--- config.mk ---
export PLATFORM = sky130hd
export DESIGN_NAME = inst_prefetch_buf
export DESIGN_NICKNAME = d
export VERILOG_FILES = /design/src/rtl/inst_prefetch_buf.sv
export SDC_FILE = /design/constraint.sdc
export NUM_CORES = 1
export LEC_CHECK = 0
export ABC_AREA = 0
export ABC_CLOCK_PERIOD_IN_PS = 5580
export CAP_MARGIN = 20
export CORE_ASPECT_RATIO = 0.75
export CORE_MARGIN = 3
export CORE_UTILIZATION = 57
export DETAILED_ROUTE_END_ITERATION = 10
export GPL_ROUTABILITY_DRIVEN = 0
export PLACE_DENSITY_LB_ADDON = 0.08
export SETUP_SLACK_MARGIN = 0.3
export SYNTH_ARGS = -nofsm -noshare
export SYNTH_HDL_FRONTEND = slang
export SYNTH_SLANG_ARGS = --single-unit
--- constraint.sdc ---
create_clock -name clk -period 5.58 [get_ports clk]
set_input_delay 0.837 -clock clk [delete_from_list [all_inputs] [get_ports clk]]
set_output_delay 0.837 -clock clk [all_outputs]
set_load 0.02 [all_outputs]
--- src/rtl/inst_prefetch_buf.sv ---
// inst_prefetch_buf
//   Instruction prefetch buffer sitting between the IF stage and a multi-cycle
//   instruction memory. It fetches sequential words ahead of the PC into a
//   small FIFO and serves IF from the FIFO head. A PC that differs from the
//   head address flushes the FIFO and restarts fetching at that PC.
//
// Ports
//   clk, rst_n         clock, asynchronous active-low reset
//   inst_ren           IF requests the word at inst_addr
//   inst_addr  [31:0]  requested PC (word aligned)
//   inst_data  [31:0]  FIFO head word (meaningful when inst_valid)
//   inst_valid         head hit this cycle; 0 stalls IF
//   imem_req           memory request, held until imem_ack
//   imem_addr  [31:0]  request address, stable while imem_req
//   imem_ack           memory returns imem_rdata this cycle
//   imem_rdata [31:0]  fetched word
module inst_prefetch_buf #(
  parameter int unsigned DEPTH    = 4,
  parameter logic [31:0] RESET_PC = 32'h0
) (
  input  logic        clk,
  input  logic        rst_n,
  input  logic        inst_ren,
  input  logic [31:0] inst_addr,
  output logic [31:0] inst_data,
  output logic        inst_valid,
  output logic        imem_req,
  output logic [31:0] imem_addr,
  input  logic        imem_ack,
  input  logic [31:0] imem_rdata
);

  localparam int unsigned AW = $clog2(DEPTH);
  localparam logic [AW:0] DEPTH_C = (AW+1)'(DEPTH);

  // BUSY: live request outstanding. DRAIN: outstanding request is stale and
  // its data will be dropped when the ack arrives.
  typedef enum logic [1:0] {IDLE, BUSY, DRAIN} state_t;

  state_t        state;
  logic [31:0]   mem [DEPTH];
  logic [AW-1:0] rd_ptr;
  logic [AW-1:0] wr_ptr;
  logic [AW:0]   count;
  logic [AW:0]   count_nxt;
  logic [31:0]   head_addr;
  logic [31:0]   pf_addr;
  logic [31:0]   req_addr;
  logic [31:0]   pf_eff;
  logic          match;
  logic          hit;
  logic          redirect;
  logic          ack;
  logic          push;
  logic          launch;

  always_comb begin
    match     = (inst_addr == head_addr);
    hit       = inst_ren && match && (count != '0);
    redirect  = inst_ren && !match;
    ack       = imem_ack && (state != IDLE);
    push      = ack && (state == BUSY) && !redirect;
    pf_eff    = redirect ? inst_addr : pf_addr;
    count_nxt = count;
    if (redirect)
      count_nxt = '0;
    else
      count_nxt = count + {{AW{1'b0}}, push} - {{AW{1'b0}}, hit};
    // A new request may go out once no live request remains after this edge
    // and the post-edge occupancy leaves room for its data.
    launch = 1'b0;
    unique case (state)
      IDLE:    launch = (count_nxt < DEPTH_C);
      BUSY:    launch = ack && (count_nxt < DEPTH_C);
      DRAIN:   launch = ack;
      default: launch = 1'b0;
    endcase
  end

  assign inst_valid = hit;
  assign inst_data  = mem[rd_ptr];
  assign imem_req   = (state != IDLE);
  assign imem_addr  = req_addr;

  always_ff @(posedge clk or negedge rst_n) begin
    if (!rst_n) begin
      state     <= IDLE;
      count     <= '0;
      rd_ptr    <= '0;
      wr_ptr    <= '0;
      head_addr <= RESET_PC;
      pf_addr   <= RESET_PC;
      req_addr  <= RESET_PC;
      for (int unsigned i = 0; i < DEPTH; i++)
        mem[AW'(i)] <= '0;
    end else begin
      if (push)
        mem[wr_ptr] <= imem_rdata;

      if (redirect) begin
        rd_ptr <= '0;
        wr_ptr <= '0;
      end else begin
        if (push) wr_ptr <= wr_ptr + 1'b1;
        if (hit)  rd_ptr <= rd_ptr + 1'b1;
      end
      count <= count_nxt;

      if (redirect)
        head_addr <= inst_addr;
      else if (hit)
        head_addr <= head_addr + 32'd4;

      if (launch) begin
        req_addr <= pf_eff;
        pf_addr  <= pf_eff + 32'd4;
      end else if (redirect) begin
        pf_addr  <= inst_addr;
      end

      unique case (state)
        IDLE:  if (launch) state <= BUSY;
        BUSY: begin
          if (ack)
            state <= launch ? BUSY : IDLE;
          else if (redirect)
            state <= DRAIN;
        end
        DRAIN: if (ack) state <= BUSY;
        default: state <= IDLE;
      endcase
    end
  end

endmodule

# Yosys cells after proc, flatten, opt, wreduce, memory -nomap -nowiden
# Index checks and enable logic that the tools add are counted.
# classes
n_addsub,6
order_cmp,4
n_eq_ne,6
n_mux,22
bitwise,2
n_reduce_logical,16
# op_table
operator,n
32-bit 2-to-1 mux,7
128-bit bitwise mux,1
32-bit by 3-bit adder with 32-bit output (second input constant),2
32-bit binary-select mux with 2-bit select,1
32-bit demux with 2-bit select,1
32-bit == test,1
2-bit 2-to-1 mux,8
1-bit logical AND,8
3-bit greater-or-equal comparator (second input constant),2
2-bit NOT with 3-bit output,2
2-bit case mux with 3 select lines,1
2-bit nonzero test,3
2-bit by 1-bit adder with 2-bit output (second input constant),2
2-bit != test (second input constant),2
3-bit by 1-bit adder with 3-bit output,1
3-bit by 1-bit < comparator with 1-bit output (second input constant),1
3-bit < comparator (second input constant),1
3-bit 2-to-1 mux,1
3-bit != test (second input constant),1
1-bit case mux with 3 select lines,1
3-bit AND reduction,1
3-bit nonzero test,1
3-bit by 1-bit subtractor with 3-bit output,1
2-bit by 1-bit == test with 1-bit output (second input constant),1
4 further kinds,5
# totals
ff_bits,233
input_bits,68
output_inout_bits,66
wordCells,67

# Logic depth before layout (Yosys ltp)
# Gate-level depths: netlist (run 1).
# logic_depth
word_depth,14
mapped_depth,22
depth_no_buf,20

# Least setup slack after synthesis (run 1)
# Ideal clock, no wire load.
# synth_path
kind,in2reg
from,input port inst_addr[20]
to,register req_addr[30] (netlist: imem_addr[30])
setup_time_ns,0.125
arrival_time_ns,4.766
required_time_ns,5.455
slack_ns,0.689
cell_stages,18
n_path_buf,4
cell_sequence,buf_2 -> xor2_1 -> nor4_2 -> nand4_2 -> or3_1 -> inv_1 -> buf_2 -> ha_1 -> inv_1 -> ha_1 -> inv_1 -> fa_1 -> xnor3_1 -> or2_2 -> o31ai_2 -> buf_2 -> buf_2 -> mux2_2
# synth_between
word_cells_on_any_way,14
classes_between,2 x add/sub; 1 x order compare; 1 x eq/ne; 3 x mux; 7 x reduce/logical
# synth_rtl
element,line_no,rtl
start: declaration,24,"input logic [31:0] inst_addr,"
32-bit == test *,58,match = (inst_addr == head_addr);
1-bit logical AND * (2 in a row),59,hit = inst_ren && match && (count != '0);
net inst_valid,26,"output logic inst_valid,"
3-bit by 1-bit subtractor with 3-bit output *,68,"count_nxt = count + {{AW{1'b0}}, push} - {{AW{1'b0}}, hit};"
3-bit 2-to-1 mux *,65,if (redirect)
3-bit < comparator *,"73, 74",
1-bit logical AND,74,BUSY: launch = ack && (count_nxt < DEPTH_C);
1-bit case mux with 3 select lines *,72,unique case (state)
end signal: assignment,115,req_addr <= pf_eff;
end: declaration,48,logic [31:0] req_addr;
# Mark *: on every way through the listed nets, which the timed path passes. The rest lies on a longest branch.
# A chain may end at the register's enable or synchronous reset.

# Worst setup path after layout (run 1)
# layout_path
from,input port inst_addr[6]
to,register pf_addr[12]
# layout_between
elab_chain_cells,12
word_cells_on_any_way,16
classes_between,3 x add/sub; 1 x order compare; 1 x eq/ne; 4 x mux; 7 x reduce/logical
# layout_rtl
element,line_no,rtl
32-bit == test,58,
1-bit logical NOT,60,redirect = inst_ren && !match;
1-bit logical AND,60,
1-bit logical NOT,62,push = ack && (state == BUSY) && !redirect;
1-bit logical AND,62,
3-bit by 1-bit adder with 3-bit output,68,
3-bit by 1-bit subtractor with 3-bit output,68,
3-bit 2-to-1 mux,65,
3-bit < comparator,"73, 74",
1-bit logical AND,74,
1-bit case mux with 3 select lines,72,
32-bit 2-to-1 mux *,114,if (launch) begin
end signal: assignment,116,pf_addr <= pf_eff + 32'd4;
end signal: assignment,118,pf_addr <= inst_addr;
end: declaration,47,logic [31:0] pf_addr;
# Mark *: on every way between the ends. The rest lies on a longest branch, timed or not.

==> results of run 1 <==
cell usage in the layout (no fill, tap or decap), drive strengths merged, types with 4 or more instances in the layout:
| cell | count |
|---|---|
| a21boi | 12 |
| a21oi | 9 |
| a221o | 13 |
| and2 | 8 |
| and3 | 16 |
| buf | 40 |
| clkbuf | 28 |
| clkdlybuf4s50 | 132 |
| clkinv | 9 |
| dfrtp | 233 |
| ha | 8 |
| inv | 16 |
| mux2 | 143 |
| mux2i | 30 |
| mux4 | 32 |
| nand2 | 96 |
| nand3 | 24 |
| nand4 | 23 |
| nor2 | 28 |
| nor3 | 7 |
| nor3b | 10 |
| nor4 | 10 |
| o211ai | 7 |
| o21ai | 52 |
| o311ai | 12 |
| or2 | 4 |
| xnor2 | 12 |
| xor2 | 60 |
worst max-delay path: cells and delay by family:
| kind | cells | cell delay (ns) |
|---|---|---|
| adder cells (fa/ha/maj) | 3 | 0.75 |
| buffers and inverters | 5 | 0.92 |
| AO/OA/AOI/OAI | 2 | 0.45 |
| XOR/XNOR | 3 | 0.68 |
| multiplexers | 1 | 0.10 |
| AND/OR/NAND/NOR | 8 | 1.67 |
metal layers:
layer  vias up  wire, um
met4         0       376
met5         -         0
met2       306     11800
met3        33      2680
met1      4182     13700
li1       3730         -
cells in the mapped netlist, types with 8 or more instances:
library cell / instances / share of area (%)
a21boi_0: 12 / 0.76
a21oi_1: 9 / 0.38
a221o_1: 13 / 1.1
and3_1: 16 / 0.85
buf_2: 17 / 0.72
buf_6: 13 / 1.2
clkbuf_1: 15 / 0.48
dfrtp_1: 233 / 49
ha_1: 8 / 0.85
inv_1: 16 / 0.51
mux2_2: 113 / 11
mux2_4: 30 / 3.8
mux2i_1: 30 / 2.5
mux4_2: 32 / 6.1
nand2_1: 92 / 2.9
nand3_1: 24 / 1.0
nand4_1: 20 / 1.1
nor2_1: 27 / 0.86
nor3b_1: 9 / 0.57
nor4_1: 9 / 0.48
o21ai_0: 51 / 2.2
o311ai_0: 11 / 0.82
xnor2_1: 12 / 0.89
xor2_1: 60 / 4.4
power by group:
| part | leakage [uW] | switching (uW) | total (uW) | internal (uW) |
|---|---|---|---|---|
| Clock | 0.000365 | 645 | 1520 | 874 |
| Combinational | 0.00299 | 741 | 1680 | 940 |
| Sequential | 0.00292 | 269 | 2420 | 2150 |
cells by family (layout without fill, tap and decap cells):
group | count (synthesis) | count (layout)
AND/OR/NAND/NOR | 238 | 238
multiplexers | 205 | 205
flip-flops | 233 | 233
XOR/XNOR | 73 | 73
buffers and inverters | 69 | 228
adder cells (fa/ha/maj) | 9 | 9
AO/OA/AOI/OAI | 119 | 119
layout make-up:
type	count	area [um2]	share of cell area (%)
Timing Repair Buffer	172	1670	11.7
Tap cell	253	317	2.23
Clock inverter	12	113	0.793
Multi-Input combinational cell	644	5600	39.4
Inverter	16	60.1	0.423
Clock buffer	28	614	4.32
Sequential cell	233	5830	41.1
registers in the layout (all words and copies together), names as in the netlist:
signal     cells
pf_addr       32
wr_ptr         2
imem_addr     32
head_addr     32
state          2
mem          128
count          3
rd_ptr         2
worst max path at each step:
| stage | startpoint | endpoint | slack, ns | cells past startpoint |
|---|---|---|---|---|
| 2_1_floorplan | inst_addr[20] | imem_addr[30] | 0.69 | 18 |
| 3_3_place_gp | inst_addr[6] | pf_addr[9] | 0.22 | 21 |
| 3_5_place_dp | inst_addr[6] | pf_addr[20] | 0.14 | 22 |
| 4_1_cts | inst_addr[6] | pf_addr[12] | 0.62 | 22 |
| 5_1_grt | inst_addr[21] | pf_addr[12] | 0.30 | 22 |
| 6_report | inst_addr[6] | pf_addr[12] | 0.54 | 22 |
per-stage QoR:
step	total power [uW]	cell area (um2)	worst slack (ns)	hold WS, ns	instances
after CTS	5660	14200	0.620	0.463	1358
after floorplan	3410	11800	0.689	0.437	946
after detailed placement	4120	13500	0.141	0.462	1318
after global routing	5910	14200	0.303	0.500	1358
final	5620	14200	0.543	0.407	1358
after global placement	4070	13500	0.220	0.455	1318
==> results.md, run 1 <==
* ANT cells at 0
* Area growth syn-to-layout at 20.2%
* CP most frequent cell: inv_1
* Core box area at 19800 um2
* Die area at 22500 um2
* Multiplexer share of the synthesized area at between 20% and 30%
* Residual DRC at 0
* I/O pin count at 134
* Post-synth cell types at 58
* Tcrit/Tclk final at between 90% and 100%
* Setup violators final at 0
* Post-synthesis sequential area ratio at 49.3%
* Final setup TNS at 0 ns
* Crit end category: flip-flop
* Compound-cell area share of the yosys netlist at approximately 7%
* Congestion Overflow GR at 0
* Filler instances at roughly 1.4k
* Synth Area in Adders at roughly 1.0%
* Mapped Cells at approximately 950
* CTS resizes at 0
* Largest net degree at the start of global routing at approximately 120
* Worst R2R End: pf_addr[12]
* Met1 usage at between 40% and 50%
* M3 GR Usage at under 10%
* VDD IR max at 295 uV
* Unrepaired setup endpoints after global routing: no
* Number of synthesized flops with an enable pin at 0
* Die W at approximately 170 um
* DRT iter0 DRCs at roughly 670
* Worst-Margin Slew at 0.928 ns
* Post-CTS setup repair buffer count at 0
* Xor-xnor portion of the synthesized cell area at approximately 5.5%
* Final Hold Fails at 0
* Required @ worst endpoint at 5.96 ns
* FF-to-FF path depth at 21
* # hold bufs at CTS at 0
* Synth Cell Area at roughly 12000 um2
* Grt met2 use at about 36%
* Slowest-stage cell, CP: clkdlybuf4s50_1
* Pins over their slew limit at 0
* Final design utilization at about 72%
* HP Class: in -> async
* Clock Latency Late Sink at 0.51 ns
* Clock skew at 0.0149 ns
* Main combinational cell family by area after synthesis: multiplexers
* H-tree levels at 1
* Crit Path Class: in -> reg
* Final WL at 28500 um
* Post-route ant nets at 0
* Critical path startpoint category: primary input
* TritonCTS buffer count at 23
* Layout cell share with drive strength beyond 1 at 24.4%
* Status: finished clean
* Initial antenna violation count at 0
* Pwr Density at just under 400 nW/um2
* Nets at between 1k and 1.5k
* Dominant synthesized flop cell: dfrtp_1
* Reg2reg start: head_addr[17]
* CP Cell Sequence: clkdlybuf4s50_1, xor2_1, nor4_1, nand4_2, or2_1, and2_4, nor2_8, inv_1, ha_1, inv_1, ha_1, inv_1, fa_1, xnor3_1, nor2_1, o22ai_1, o31ai_4, nor2_1, buf_4, nand4_1, xor2_1, mux2i_1
* HPWL Detailed at just under 20000 um
* Syn Nets at 1023
* Sink Count at 233
* Routed vias/inst at between 6 and 7
* Die height at between 100 and 150 um
* First-pass GRT wire length at approximately 46000 um
* CP Max Fanout at 11
* Leakage at roughly 0.0063 uW
* #FFs+latches synth at ~230
* Most used routing layer: met1
* DR pass1 iterations at 5
* Clock Tree Buf Depth at 3
* Max Cap Viol at 0
* Crit path DAT at between 5 and 6 ns
* Vias in the first global route at slightly above 8k
* CTS tree: built
* Fmax at 0.199 GHz
* Starting density of the core at 59.6%
* Drt wl/cell at 21.0 um
* Slew margin rel. at about two fifths
* Worst-path clk slew at 0.07 ns
* Yosys warning count at 0
* CTS Root Cell: clkbuf_16
* Fin crit period at around 5.0 ns
* Reg2Reg Setup Slack at between 0.9 and 1 ns
* Via count at between 8k and 9k
* Buffers on Ports at roughly 130
* Simple-Gate Fraction of Synth Area at 10.6%
* Async SR Flop Fraction at 100%
* Synthesized area per cell at 12.5 um2
* Gr usage total at 26.1%
* Std-Cell Rows at 44
* Critical path's largest stage delay at approximately 0.50 ns
(Power assumes the default switching activity.)
==> run 2, diff against run 1 <==
--- a/config.mk
+++ b/config.mk
@@ -11,6 +11,7 @@
 export CORE_ASPECT_RATIO = 0.75
 export CORE_MARGIN = 3
 export CORE_UTILIZATION = 57
+export CTS_CLUSTER_DIAMETER = 60
 export DETAILED_ROUTE_END_ITERATION = 10
 export GPL_ROUTABILITY_DRIVEN = 0
 export PLACE_DENSITY_LB_ADDON = 0.08
==> results.md, run 2 (synthesis gave the netlist of run 1 again) <==
* DRT iter0 DRCs at 670 (-0.30%)
* Leakage at 0.00629 uW (+0.22%)
* Slew margin rel. at 37.8% (-0.32 points)
* ANT cells at 0 (unchanged)
* Core box area at 19800 um2 (unchanged)
* FF+latch area at 5830 um2 (unchanged)
* HP Class: in -> async
* Reg2reg start: head_addr[17]
* Crit path DAT at 5.41 ns (about the same)
* VDD IR max at 295 uV (about the same)
* Worst R2R End: pf_addr[12]
* Initial antenna violation count at 0 (unchanged)
* Std-Cell Rows at 44 (unchanged)
* Post-route cell area at 14200 um2 (+0.24%)
* Clock Tree Buf Depth at 3 (unchanged)
* Gr usage total at 26.1% (+0.054 points)
* Worst-Margin Slew at 0.933 ns (+0.00479 ns)
* Critical path startpoint category: primary input
* # hold bufs at CTS at 0 (unchanged)
* Post-DP Area at 13500 um2 (unchanged)
* Final WL at 28700 um (+0.48%)
* Most frequent cells in the layout: dfrtp_1 (232), clkdlybuf4s50_1 (132), mux2_2 (113)
* Routed vias/inst at 6.05 (-0.44%)
* Sink Count at 233 (unchanged)
* Comb power frac at 29.6% (-0.3 points)
* Setup violators final at 0 (unchanged)
* CP Launch Point: inst_addr[17]
* Switching Share at 29.2% (-0.30 points)
* Multi-input logic area at 5600 um2 (unchanged)
* Largest net degree at the start of global routing at 121 (unchanged)
* FF-to-FF path depth at 21 (unchanged)
* P_int at 4020 uW (+1.5%)
* Final design utilization at 71.8% (+0.17 points)
* Unrepaired setup endpoints after global routing: no
* Drt wl/cell at 21.1 um (+0.48%)
* Die area at 22500 um2 (unchanged)
* CP Max Fanout at 11 (unchanged)
* CP Capture Point: pf_addr[12]
* Clock Latency Late Sink at 0.51 ns (about the same)
* Max Cap Viol at 0 (unchanged)
* Reg2Reg Setup Slack at 0.94 ns (about the same)
* CTS Root Cell: clkbuf_16
* Layout cell share with drive strength beyond 1 at 24.4% (unchanged)
* Clock skew at 0.0152 ns (+0.000232 ns)
* Design Power at 5680 uW (+1.1%)
* Final Hold Fails at 0 (unchanged)
* First-pass GRT wire length at 46000 um (about the same)
* Most common cell after layout, fill and taps aside: dfrtp_1
* Post-route ant nets at 0 (unchanged)
* CTS resizes at 0 (unchanged)
* Crit Path Class: in -> reg
* Nets at 1167 (unchanged)
* Final setup TNS at 0 ns (unchanged)
* Post-CTS setup repair buffer count at 0 (unchanged)
* CTS tree: built
* I/O pin count at 134 (unchanged)
* Vias in the first global route at 8195 (-0.098%)
* Required @ worst endpoint at 5.96 ns (about the same)
* Worst-path clk slew at 0.06 ns (about the same)
* Fmax at 0.199 GHz (+0.22%)
* Pwr Density at 399 nW/um2 (+0.82%)
* Reg power frac at 42.6% (-0.5 points)
* Die W at 172 um (unchanged)
* HPWL Detailed at 19500 um (unchanged)
* Die height at 131 um (unchanged)
* Biggest register: mem
* Filler instances at 1424 (-0.35%)
* TritonCTS buffer count at 23 (unchanged)
* Crit end category: flip-flop
* Starting density of the core at 59.6% (unchanged)
* Worst hold slack at 0.407 ns (+0.000134 ns)
* Pins over their slew limit at 0 (unchanged)
* Residual DRC at 0 (unchanged)
* Via count at 8215 (-0.44%)
* H-tree levels at 1 (unchanged)
* Tcrit/Tclk final at 90.1% (-0.19 points)
* Clock power share at 27.8% (+0.8 points)
* Congestion Overflow GR at 0 (unchanged)
* Status: finished clean
* Max reg flops at 128 (unchanged)
* DR pass1 iterations at 5 (unchanged)
* Fin crit period at 5.03 ns (-0.0109 ns)
* Switching power at 1660 uW (about the same)
* Buffers on Ports at 133 (unchanged)
* Area growth syn-to-layout at 20.5%
-- run 2: changes by cell type in the layout (fill, tap and decap cells not counted) --
cell and change:
clkbuf_8 +1, bufinv_16 +1, clkinv_2 -2
-- run 2: final cells by class --
cell class              instances  share of cell area [%]
repair buffers                172                    11.7
multi-input cells             644                    39.4
inverters                      16                   0.422
clock inverters                11                   0.931
flip-flops and latches        233                    41.0
well taps                     253                    2.22
clock buffers                  29                    4.41
-- run 2: metal layers --
metal | wire length (um) | track usage [%] | part of all wire, %
met2 | 11900 | 36.5 | 41
met3 | 2660 | 6.71 | 9.3
met4 | 364 | 4.46 | 1.3
met5 | 0 | 0 | 0
met1 | 13700 | 41.8 | 48
-- run 2: how the worst min path moves through the flow --
stage | from | end
CTS | rst_n | pf_addr[1]
detailed placement | pf_addr[0] | pf_addr[0]
finish | rst_n | pf_addr[1]
global route | rst_n | imem_addr[2]
floorplan | pf_addr[0] | pf_addr[0]
global placement | pf_addr[0] | pf_addr[0]
-- run 2: worst max-delay path, stage by stage --
cell and delay, ns:
clkdlybuf4s50_1 0.50, xor2_1 0.20, nor4_1 0.48, nand4_2 0.21, or2_1 0.27, and2_4 0.19
nor2_8 0.10, inv_1 0.05, ha_1 0.26, inv_1 0.06, ha_1 0.13, inv_1 0.05
fa_1 0.36, xnor3_1 0.29, nor2_1 0.05, o22ai_1 0.28, o31ai_4 0.16, nor2_1 0.26
buf_4 0.26, nand4_1 0.14, xor2_1 0.19, mux2i_1 0.10
-- run 2: per-stage QoR --
step	setup WS, ns	cells
2_1_floorplan	0.689	946
3_3_place_gp	0.220	1318
3_5_place_dp	0.141	1318
4_1_cts	0.619	1358
5_1_grt	0.312	1358
6_report	0.554	1358
-- run 2: power by group through the flow --
stage / Clock [uW] / Sequential (uW) / Combinational (uW)
after floorplan: 0 / 2450 / 962
after global placement: 0 / 2420 / 1650
after detailed placement: 0 / 2440 / 1690
after CTS: 1610 / 2420 / 1690
after global routing: 1680 / 2480 / 1810
final: 1580 / 2420 / 1680
==> run 3, diff against run 2 <==
--- a/config.mk
+++ b/config.mk
@@ -14,8 +14,10 @@
 export CTS_CLUSTER_DIAMETER = 60
 export DETAILED_ROUTE_END_ITERATION = 10
 export GPL_ROUTABILITY_DRIVEN = 0
+export GPL_TIMING_DRIVEN = 0
 export PLACE_DENSITY_LB_ADDON = 0.08
 export SETUP_SLACK_MARGIN = 0.3
+export SKIP_CTS_REPAIR_TIMING = 1
 export SYNTH_ARGS = -nofsm -noshare
 export SYNTH_HDL_FRONTEND = slang
 export SYNTH_SLANG_ARGS = --single-unit
==> results.md, run 3 (synthesis gave the netlist of run 1 again) <==
* Post-route ant nets at 0 (unchanged)
* Layout cell share with drive strength beyond 1 at 25.6% (+1.2 points)
* CP Max Fanout at 11 (unchanged)
* Congestion Overflow GR at 0 (unchanged)
* Slew margin rel. at 39.0% (+1.2 points)
* Die area at 22500 um2 (unchanged)
* VDD IR max at 278 uV (-5.7%)
* Final setup TNS at 0 ns (unchanged)
* Final Hold Fails at 0 (unchanged)
* Largest net degree at the start of global routing at 119 (-1.7%)
* Vias in the first global route at 8210 (+0.18%)
* Routed vias/inst at 6.20 (+2.4%)
* Max Cap Viol at 0 (unchanged)
* Critical path startpoint category: primary input
* Die W at 172 um (unchanged)
* Area growth syn-to-layout at 22.2%
* DRT iter0 DRCs at 829 (+24%)
* Tcrit/Tclk final at 91.6% (+1.6 points)
* Drt wl/cell at 22.0 um (+4.4%)
* FF-to-FF path depth at 17 (-19%)
* Worst hold slack at 0.412 ns (+0.00462 ns)
* Crit Path Class: in -> reg
* ANT cells at 0 (unchanged)
* Worst-path clk slew at 0.06 ns (about the same)
* Final WL at 30300 um (+5.9%)
* Std-Cell Rows at 44 (unchanged)
* Nets at 1186 (+1.6%)
* M3 GR Usage at 8.15% (+1.4 points)
* Worst-Margin Slew at 0.915 ns (-0.0184 ns)
* Biggest register: mem
* DR pass1 iterations at 5 (unchanged)
* Starting density of the core at 59.6% (unchanged)
* I/O pin count at 134 (unchanged)
* Gr usage total at 27.2% (+1.0 points)
* Via count at 8538 (+3.9%)
* CTS Root Cell: clkbuf_16
* Unrepaired setup endpoints after global routing: no
* Pwr Density at 395 nW/um2 (-1.1%)
* Most common cell after layout, fill and taps aside: dfrtp_1
* HP Class: in -> async
* Die height at 131 um (unchanged)
* Most used routing layer: met1
* Status: finished clean
* H-tree levels at 1 (unchanged)
* Sink Count at 233 (unchanged)
* CTS tree: built
* Crit end category: flip-flop
* Grt met2 use at 37.0% (+0.49 points)
* Pins over their slew limit at 0 (unchanged)
* Clock Latency Late Sink at 0.50 ns (about the same)
* Setup violators final at 0 (unchanged)
* Fin crit period at 5.11 ns (+0.0870 ns)
* HPWL Detailed at 21200 um (+8.9%)
* Required @ worst endpoint at 5.97 ns (about the same)
* Clock Tree Buf Depth at 3 (unchanged)
* First-pass GRT wire length at 47100 um (+2.5%)
* TritonCTS buffer count at 23 (unchanged)
* Leakage at 0.00649 uW (+3.1%)
* Clock skew at 0.00869 ns (-0.00648 ns)
* Most frequent cells in the layout: dfrtp_1 (233), mux2_2 (113), clkdlybuf4s50_1 (109)
* Final design utilization at 72.8% (+0.99 points)
* Crit path DAT at 5.50 ns (+0.09 ns)
* Met1 usage at 43.4% (+1.5 points)
* Core box area at 19800 um2 (unchanged)
* Max reg flops at 128 (unchanged)
* Buffers on Ports at 128 (-3.8%)
* Residual DRC at 0 (unchanged)
* Fmax at 0.196 GHz (-1.7%)
* Initial antenna violation count at 0 (unchanged)
## run 3: cell count changes in the layout (fill, tap and decap cells not counted), sizes merged
| cell | change |
|---|---|
| clkbuf | +25 |
| clkdlybuf4s50 | -23 |
| dlymetal6s2s | +18 |
| buf | +6 |
| clkinv | -3 |
| bufinv | -2 |
| clkinvlp | -1 |
## run 3: final cells by class
cell class                      instances  area (um2)
Sequential cell                       233        5830
Multi-Input combinational cell        644        5700
Fill cell                            1380        5380
Timing Repair Buffer                  138        1430
Clock buffer                           36         704
Buffer                                 53         345
Tap cell                              253         317
Inverter                               16        60.1
Clock inverter                          5        50.0
## run 3: metrics by stage
step	cells	power [uW]	cell area [um2]	setup WS, ns
global placement	1327	4070	13400	-6.41
CTS	1369	5690	14200	-0.442
detailed placement	1328	4120	13400	-0.939
global route	1378	5960	14400	0.240
finish	1378	5700	14400	0.467
floorplan	946	3410	11800	0.689
## run 3: path summary, 6_finish.rpt
| kind | startpoint | end | slack (ns) |
|---|---|---|---|
| setup / recovery | inst_addr[1] | imem_addr[30] | 0.47 |
| hold / removal | rst_n | imem_addr[3] | 0.41 |
| setup reg to reg | head_addr[17] | imem_addr[30] | 0.70 |
| hold reg to reg | imem_addr[6] | imem_addr[6] | 0.48 |
| max in group asynchronous | rst_n | mem[17] | 4.07 |
| min in group clk | imem_addr[6] | imem_addr[6] | 0.48 |
## run 3: where the power goes
part	total [uW]	leakage (uW)	switching [uW]	internal, uW
combinational	1720	0.00319	772	944
sequential	2420	0.00292	266	2150
clock	1560	0.000377	652	910
total	5700	0.00649	1690	4010
## run 3: critical path, cell delays in order
cell,delay (ns)
clkdlybuf4s50_1,0.45
xor2_1,0.23
nor4_2,0.32
nand4_2,0.23
or3_4,0.46
inv_2,0.12
buf_6,0.19
ha_1,0.24
inv_1,0.05
ha_1,0.12
inv_1,0.05
fa_1,0.37
xnor3_2,0.27
or2_2,0.33
o31ai_4,0.35
buf_4,0.25
clkbuf_4,0.26
mux2_2,0.35
## run 3: layer usage
| layer | share of wire (%) | wire length, um |
|---|---|---|
| met4 | 1.4 | 432 |
| met1 | 46 | 14000 |
| met2 | 41 | 12600 |
| met5 | 0 | 0 |
| met3 | 11 | 3390 |
